### src/rtl/slow_dev_responder.sv
// Device-side responder for the CPU clock-stall protocol.
// A CPU access that hits the slow window raises WAIT_SIGNAL, which freezes the
// gated CPU clock. The access is then forwarded to the slow device as a
// req/ack transaction, and a single HANDSHAKE pulse releases the CPU clock.
// If the device does not answer in time, the access completes with ERR_VALUE
// and a sticky TIMEOUT_ERR flag is set.
module slow_dev_responder #(
  parameter int                    ADDR_WIDTH = 32,
  parameter int                    DATA_WIDTH = 32,
  parameter logic [ADDR_WIDTH-1:0] SLOW_BASE  = 32'h0000_1000,
  parameter logic [ADDR_WIDTH-1:0] SLOW_MASK  = 32'hFFFF_F000,
  parameter int                    TIMEOUT    = 255,
  parameter logic [DATA_WIDTH-1:0] ERR_VALUE  = 32'hDEAD_BEEF
) (
  input  logic                  MASTER_CLK,
  input  logic                  RESET_N,
  input  logic                  MEM_REQ,
  input  logic                  MEM_WE,
  input  logic [ADDR_WIDTH-1:0] ADDR,
  input  logic [DATA_WIDTH-1:0] WDATA,
  output logic [DATA_WIDTH-1:0] RDATA,
  output logic                  WAIT_SIGNAL,
  output logic                  HANDSHAKE,
  output logic                  DEV_REQ,
  output logic                  DEV_WE,
  output logic [ADDR_WIDTH-1:0] DEV_ADDR,
  output logic [DATA_WIDTH-1:0] DEV_WDATA,
  input  logic                  DEV_ACK,
  input  logic [DATA_WIDTH-1:0] DEV_RDATA,
  output logic                  TIMEOUT_ERR,
  input  logic                  ERR_CLEAR
);

  // Counter is wide enough to hold TIMEOUT, so it never wraps inside one access.
  localparam int             CNT_WIDTH = (TIMEOUT < 1) ? 1 : $clog2(TIMEOUT + 1);
  localparam logic [CNT_WIDTH-1:0] CNT_LAST = CNT_WIDTH'(TIMEOUT - 1);

  typedef enum logic [1:0] {
    IDLE     = 2'd0,
    ISSUE    = 2'd1,
    RELEASE  = 2'd2,
    COOLDOWN = 2'd3
  } state_t;

  state_t               state;
  logic [CNT_WIDTH-1:0] count;
  logic                 hit;

  // An access is for us only when the masked address matches the window base.
  assign hit = MEM_REQ && ((ADDR & SLOW_MASK) == (SLOW_BASE & SLOW_MASK));

  // Control FSM; every output is a register updated here.
  always_ff @(posedge MASTER_CLK or negedge RESET_N) begin
    if (!RESET_N) begin
      state       <= IDLE;
      count       <= '0;
      WAIT_SIGNAL <= 1'b0;
      HANDSHAKE   <= 1'b0;
      DEV_REQ     <= 1'b0;
      DEV_WE      <= 1'b0;
      DEV_ADDR    <= '0;
      DEV_WDATA   <= '0;
      RDATA       <= '0;
      TIMEOUT_ERR <= 1'b0;
    end else begin
      // Clear first so that a timeout on the same edge overrides it below.
      if (ERR_CLEAR) begin
        TIMEOUT_ERR <= 1'b0;
      end

      case (state)
        IDLE: begin
          // DEV_ACK is deliberately ignored here: no request is outstanding.
          if (hit) begin
            DEV_ADDR    <= ADDR;
            DEV_WDATA   <= WDATA;
            DEV_WE      <= MEM_WE;
            WAIT_SIGNAL <= 1'b1;
            DEV_REQ     <= 1'b1;
            count       <= '0;
            state       <= ISSUE;
          end
        end

        ISSUE: begin
          count <= count + 1'b1;
          // An ack always wins over a timeout falling on the same cycle.
          if (DEV_ACK) begin
            if (!DEV_WE) begin
              RDATA <= DEV_RDATA;
            end
            DEV_REQ   <= 1'b0;
            HANDSHAKE <= 1'b1;
            state     <= RELEASE;
          end else if (count == CNT_LAST) begin
            if (!DEV_WE) begin
              RDATA <= ERR_VALUE;
            end
            TIMEOUT_ERR <= 1'b1;
            DEV_REQ     <= 1'b0;
            HANDSHAKE   <= 1'b1;
            state       <= RELEASE;
          end
        end

        RELEASE: begin
          // HANDSHAKE was high with WAIT_SIGNAL for exactly this one cycle.
          WAIT_SIGNAL <= 1'b0;
          HANDSHAKE   <= 1'b0;
          state       <= COOLDOWN;
        end

        COOLDOWN: begin
          // The CPU's request from the finished access is still on the bus.
          state <= IDLE;
        end

        default: begin
          state <= IDLE;
        end
      endcase
    end
  end

endmodule

### config.mk
export PLATFORM = sky130hd
export DESIGN_NAME = slow_dev_responder
export DESIGN_NICKNAME = d
export VERILOG_FILES = /design/src/rtl/slow_dev_responder.sv
export SDC_FILE = /design/constraint.sdc
export NUM_CORES = 1
export LEC_CHECK = 0
export ABC_AREA = 1
export CAP_MARGIN = 20
export CORE_ASPECT_RATIO = 0.9
export CORE_MARGIN = 2
export CORE_UTILIZATION = 43
export DETAILED_ROUTE_END_ITERATION = 12
export GPL_ROUTABILITY_DRIVEN = 0
export MAX_ROUTING_LAYER = met4
export PLACE_DENSITY = 0.81
export REMOVE_ABC_BUFFERS = 1
export SETUP_SLACK_MARGIN = 0.02
export SYNTH_ARGS = -nofsm -noshare
export SYNTH_HDL_FRONTEND = slang
export SYNTH_SLANG_ARGS = --single-unit
### constraint.sdc
create_clock -name MASTER_CLK -period 2 [get_ports MASTER_CLK]
set_input_delay 0.3 -clock MASTER_CLK [delete_from_list [all_inputs] [get_ports MASTER_CLK]]
set_output_delay 0.3 -clock MASTER_CLK [all_outputs]
set_load 0.01 [all_outputs]
==> results.toml, run 1 <==
[grt]
first_global_vias = 4340
grt_pass1_wl_um = 20500
grt_max_degree = 54
overflow = 0
grt_use_total_pct = 21.9
antenna_found_initial = 0

[power_and_ir_drop]
switching_share_pct = 31.2
power.switching_mw = 2.18
combPwrFrac_pct = 33.2
clkPwrFrac_pct = 26.0
seq_power_share_pct = 40.8
cell_internal_pwr_mw = 4.80
power_leakage_nw = 3.56
p_per_area_mw_per_mm2 = 966
ir_drop_mv = 0.531

[cells_and_area]
seq_area_mm2 = 0.00278
final_nets = 847
syn2layout_area_growth_pct = 51.9
multiInputGateArea_mm2 = 0.00167
diodes = 0
drive_above_1_share_pct = 10.3
instances_no_fill = 878
fin_util_pct = 66.8
fillers = 862

[clock_tree]
clk_pin_slew_ns = 0.07
cts.sinks = 111
clockRootBuffer = "clkbuf_16"
clock_latency_ns = 0.34
cts_tree = "done"
cts_buffer_depth = 2
cts_buffers = 9
htree_levels = 3

[routing]
avgViaCountPerCell = 4.75
wl_per_cell_um = 14.0
drc = 0
drt_iter0_drc = 210
vias = 4171
wl_met3_um = 1110
top_layer = "met4"
met2_length_um = 5890
drt-met1-wl_um = 5090
final_antenna_net_count = 0
drt_wl_total_um = 12300
drt_pass1_iterations = 4

[worst_setup_path]
r2r_end = "RDATA[11]$_DFFE_PN0P_"
crit_start = "count[0]$_DFFE_PN0P_"
slowest_stage = "dfrtp_1"
crit_top_cell = "inv_1"
r2r-start = "count[0]$_DFFE_PN0P_"
worstSetupStartpointType = "register"
required_ns = 2.23
cp-end-kind = "register"
critPathMaxStageDelay_ns = 0.46
worstPathArrival_ns = 1.97
r2r_slack_ns = 0.26
cp_cell_sequence = "inv_1, ha_1, inv_1, nor2_1, nand2_2, nand2_4, nand3b_4, buf_12, nand2_1, o21ai_2"
crit_type = "register to register"
cp_max_fo = 38
r2r_cells = 10

[die]
coreArea_mm2 = 0.0108
die_h_um = 104
die_w_um = 115
rows = 36
start_util_pct = 44.0
dieArea_mm2 = 0.0119
ioPinCount = 203

[hold_path]
min_path_type = "input pin to asynchronous set/reset pin"

[logic_synthesis]
synthArstFlopShare_pct = 100
netlist_instances = 532
synth_flop_cell = "dfrtp_1"
yosys_warnings = 0
syn-cell-area_mm2 = 0.00475
ys_seq_area_share_pct = 58.4
synth_edf_count = 0
ys_ff_latch = 111
syn_avg_cell_area_um2 = 8.93
synth_cell_type_count = 25

[sta]
finalSetupTns_ns = 0
rsz0062_at_grt = "false"
setup_viol = 0
fmax_ghz = 0.573
fin_crit_ns = 1.74
worst_pin_slew_ns = 0.731
whs_ns = 0.478
finClkSkew_ns = 0.00914
drv_slew = 0
slew_headroom_pct = 51.2
final-hold-violation-count = 0
min_period_over_period_pct = 87.2

[placed_design]
placed_cells = 861
io_buffers = 202
dp_hpwl_um = 9240

[job]
drv_cap = 0

[outcome]
outcome = "complete, no violations"
## cells in the mapped netlist (2+ instances only)
cell type,instances,area [um2]
o21ai_2,32,280
inv_1,32,120
clkbuf_1,2,7.51
ha_1,5,62.6
buf_2,8,40.0
buf_4,2,15.0
buf_6,10,113
o21bai_1,2,15.0
nor2_1,65,244
nand2_2,3,18.8
nand2_1,230,863
dfrtp_1,111,2780
nand3_1,15,75.1
a21oi_1,2,10.0
nor2_4,2,22.5
or2_2,2,12.5
## worst max-delay path, delay by kind of cell, from the launching register on
family          cells  cell delay, ns
simple gates        5            0.57
flops               1            0.46
buf+inv             3            0.40
fa+ha+maj           1            0.15
compound gates      1            0.05
## repair_timing
item	in CTS	in global routing
hold endpoints to repair	38	0
buffers inserted	0	0
hold buffers	1	0
resized for setup	0	0
## area by class of cell
type | instances | share of cell area, %
multi-input combinational | 364 | 23.1
clock inverter | 7 | 1.07
sequential | 111 | 38.5
clock buffer | 9 | 3.12
timing repair buffer | 219 | 30.1
tap | 133 | 2.30
inverter | 35 | 1.85
## per-layer routing
layer / vias to the layer above / GRT usage, %
li1: 2030 / -
met1: 1944 / 27.3
met2: 174 / 35.5
met3: 23 / 6.20
met4: 0 / 5.34
met5: - / -
## state kept, by name (all words and copies together) (netlist names), 2 cells and up
register / cells
DEV_ADDR: 32
DEV_WDATA: 32
RDATA: 32
count: 8
state: 2
## stage by stage
stage | instance area [um2] | power (mW) | setup slack [ns]
floorplan | 4580 | 3.92 | -0.251
detailed placement | 6910 | 5.21 | 0.0325
global route | 7220 | 7.38 | 0.0715
global placement | 6910 | 5.11 | 0.0977
CTS | 7220 | 7.04 | 0.249
finish | 7220 | 6.98 | 0.255
## power by group through the flow
| stage | clock, mW | combinational, mW | sequential [mW] |
|---|---|---|---|
| 3_5_place_dp | 0 | 2.32 | 2.88 |
| 3_3_place_gp | 0 | 2.25 | 2.86 |
| 6_report | 1.81 | 2.32 | 2.85 |
| 4_1_cts | 1.86 | 2.33 | 2.84 |
| 5_1_grt | 1.96 | 2.54 | 2.88 |
| 2_1_floorplan | 0 | 0.908 | 3.01 |
## cells in the final DEF (no fill, tap or decap)
| cell type | instances |
|---|---|
| inv_8 | 1 |
| o21bai_1 | 2 |
| inv_6 | 2 |
| o21ai_0 | 1 |
| nand2_1 | 230 |
| clkinv_4 | 1 |
| inv_1 | 32 |
| o21ai_2 | 32 |
| nor2_1 | 65 |
| nand2_4 | 1 |
| nand3_1 | 15 |
| buf_4 | 15 |
| or2_2 | 2 |
| clkinv_2 | 2 |
| o32ai_1 | 1 |
| nand3_2 | 1 |
| inv_2 | 1 |
| nand3b_4 | 1 |
| dlygate4sd3_1 | 1 |
| clkdlybuf4s50_1 | 201 |
| ha_1 | 5 |
| nor3b_1 | 1 |
| dfrtp_1 | 111 |
| nor2_4 | 2 |
| nand2_2 | 3 |
| clkbuf_16 | 9 |
| inv_4 | 1 |
| clkinv_1 | 1 |
| buf_12 | 2 |
| bufinv_16 | 1 |
| a21oi_1 | 2 |
## worst max-delay path by stage
stage,slack [ns],end,cells past startpoint
6_report,0.26,RDATA[11]$_DFFE_PN0P_,10
5_1_grt,0.07,DEV_WDATA[28]$_DFFE_PN0P_,7
3_3_place_gp,0.1,DEV_ADDR[9]$_DFFE_PN0P_,9
3_5_place_dp,0.03,DEV_WDATA[12]$_DFFE_PN0P_,9
2_1_floorplan,-0.25,DEV_ADDR[0]$_DFFE_PN0P_,7
4_1_cts,0.25,DEV_WDATA[28]$_DFFE_PN0P_,7
## cells by family (layout without fill, tap and decap cells)
| logic type | count (synthesis) | count (layout) | synth area share (%) |
|---|---|---|---|
| flops | 111 | 111 | 58.4 |
| simple gates | 321 | 321 | 27.0 |
| fa+ha+maj | 5 | 5 | 1.32 |
| compound gates | 38 | 38 | 6.71 |
| buf+inv | 57 | 270 | 6.50 |
No activity file was read; power rests on OpenSTA's default activity.
==> inputs of run 2 (changes only) <==
--- a/config.mk
+++ b/config.mk
@@ -8,7 +8,6 @@
 export ABC_AREA = 1
 export CAP_MARGIN = 20
 export CORE_ASPECT_RATIO = 0.9
-export CORE_MARGIN = 2
 export CORE_UTILIZATION = 43
 export DETAILED_ROUTE_END_ITERATION = 12
 export GPL_ROUTABILITY_DRIVEN = 0
==> results.toml, run 2 (synthesis gave the netlist of run 1 again) <==
[outcome]
outcome = "complete, no violations"

[cells_and_area]
instances_no_fill = 874
fillers = 847
reg_top3 = "DEV_ADDR: 32 flops, DEV_WDATA: 32 flops, RDATA: 32 flops"
final_nets = 843
drive_above_1_share_pct = 9.85
syn2layout_area_growth_pct = 52.1
diodes = 0
layout_commonest_cell = "nand2_1"
layout_common_cells = "230 x nand2_1, 201 x clkdlybuf4s50_1, 111 x dfrtp_1"

[clock_tree]
cts_resized = 0
clock_latency_ns = 0.35
cts_tree = "done"
clockRootBuffer = "clkbuf_16"
cts_buffers = 9
cts_buffer_depth = 2
htree_levels = 3
clk_pin_slew_ns = 0.07
cts.sinks = 111

[sta]
min_period_over_period_pct = 92.3
finalSetupTns_ns = 0
layout_setup_ws_ns = 0.154
worst_pin_slew_ns = 0.497
final-hold-violation-count = 0
slew_headroom_pct = 66.9
rsz0062_at_grt = "false"
fin_crit_ns = 1.85
drv_slew = 0
setup_viol = 0
finClkSkew_ns = 0.00714
fmax_ghz = 0.542

[worst_setup_path]
r2r-start = "count[0]$_DFFE_PN0P_"
crit_type = "register to register"
cp_max_fo = 43
crit_start = "count[0]$_DFFE_PN0P_"
required_ns = 2.24
worstSetupStartpointType = "register"
cp-end-kind = "register"
worstPathArrival_ns = 2.08
r2r_slack_ns = 0.15
r2r_cells = 10
setup.worst_path.end = "RDATA[25]$_DFFE_PN0P_"
r2r_end = "RDATA[25]$_DFFE_PN0P_"

[power_and_ir_drop]
power.switching_mw = 2.17
ir_drop_mv = 0.654
clkPwrFrac_pct = 26.8
switching_share_pct = 30.9
cell_internal_pwr_mw = 4.84
power_leakage_nw = 3.54
p_total_mw = 7.01
p_per_area_mw_per_mm2 = 969
seq_power_share_pct = 40.7
combPwrFrac_pct = 32.5

[grt]
first_global_vias = 4115
overflow = 0
grt_use_total_pct = 22.9
grt_pass1_wl_um = 19800
antenna_found_initial = 0
grt_max_degree = 67

[routing]
avgViaCountPerCell = 4.64
wl_per_cell_um = 13.6
drt_wl_total_um = 11900
vias = 4056
drc = 0
drt_iter0_drc = 213
final_antenna_net_count = 0
drt_pass1_iterations = 4

[placed_design]
preCtsSetupSlack_ns = 0.175
io_buffers = 202
placed_cells = 857
dp_hpwl_um = 8410

[job]
drv_cap = 0

[die]
ioPinCount = 203
start_util_pct = 44.0
dieArea_mm2 = 0.0115
rows = 36
die_w_um = 113
coreArea_mm2 = 0.0108
die_h_um = 102

[hold_path]
min_path_type = "input pin to asynchronous set/reset pin"
-- run 2: cell count changes in the layout (fill, tap and decap cells not counted) --
cell / before / now
clkinvlp_4: 0 / 1
clkinv_2: 2 / 0
buf_4: 15 / 9
inv_6: 2 / 1
clkinv_4: 1 / 2
clkbuf_8: 0 / 2
inv_8: 1 / 0
buf_12: 2 / 4
-- run 2: layout make-up --
type	count	area [um2]	share of cell area, %
clock inverters	5	63.8	0.883
inverters	35	134	1.85
multi-input cells	364	1670	23.0
repair buffers	215	2170	30.0
well taps	133	166	2.30
clock buffers	11	253	3.50
flip-flops and latches	111	2780	38.4
-- run 2: worst max-delay path: stages (launching register included) --
cell	delay, ns
dfrtp_1	0.45
inv_1	0.14
ha_1	0.16
inv_1	0.04
nor2_1	0.12
nand2_2	0.11
nand2_4	0.09
nand3b_4	0.19
buf_12	0.26
nand2_1	0.10
o21ai_2	0.06
-- run 2: power by group through the flow --
stage / sequential (mW) / clock (mW) / combinational [mW]
after global routing: 2.90 / 2.02 / 2.50
final: 2.85 / 1.88 / 2.28
after CTS: 2.85 / 1.93 / 2.29
after floorplan: 3.01 / 0 / 0.908
after detailed placement: 2.88 / 0 / 2.29
after global placement: 2.86 / 0 / 2.21
-- run 2: worst min-delay path by stage --
stage	start	endpoint	slack, ns
6_report	RESET_N	RDATA[7]$_DFFE_PN0P_	0.45
5_1_grt	WDATA[23]	DEV_WDATA[23]$_DFFE_PN0P_	0.48
4_1_cts	RESET_N	RDATA[7]$_DFFE_PN0P_	0.47
3_5_place_dp	RESET_N	RDATA[7]$_DFFE_PN0P_	0.30
3_3_place_gp	RESET_N	RDATA[7]$_DFFE_PN0P_	0.29
2_1_floorplan	RESET_N	DEV_ADDR[0]$_DFFE_PN0P_	0.004
-- run 2: what timing repair did --
item	CTS	global route
hold buffers	1	0
setup buffers	0	0
hold endpoints to repair	33	0
-- run 2: metal layers --
metal | wire (um) | GRT usage (%) | vias to the layer above
li1 | - | - | 2024
met1 | 5240 | 28.1 | 1850
met2 | 5620 | 36.7 | 166
met3 | 845 | 6.52 | 16
met4 | 192 | 7.18 | 0
met5 | 0 | - | -
-- run 2: stage by stage --
stage | hold slack [ns] | util, % | instance area (um2)
6_report | 0.453 | 66.9 | 7230
5_1_grt | 0.476 | 66.9 | 7230
4_1_cts | 0.470 | 66.9 | 7230
3_5_place_dp | 0.301 | 63.9 | 6900
3_3_place_gp | 0.290 | 63.9 | 6900
2_1_floorplan | 0.00441 | - | 4580
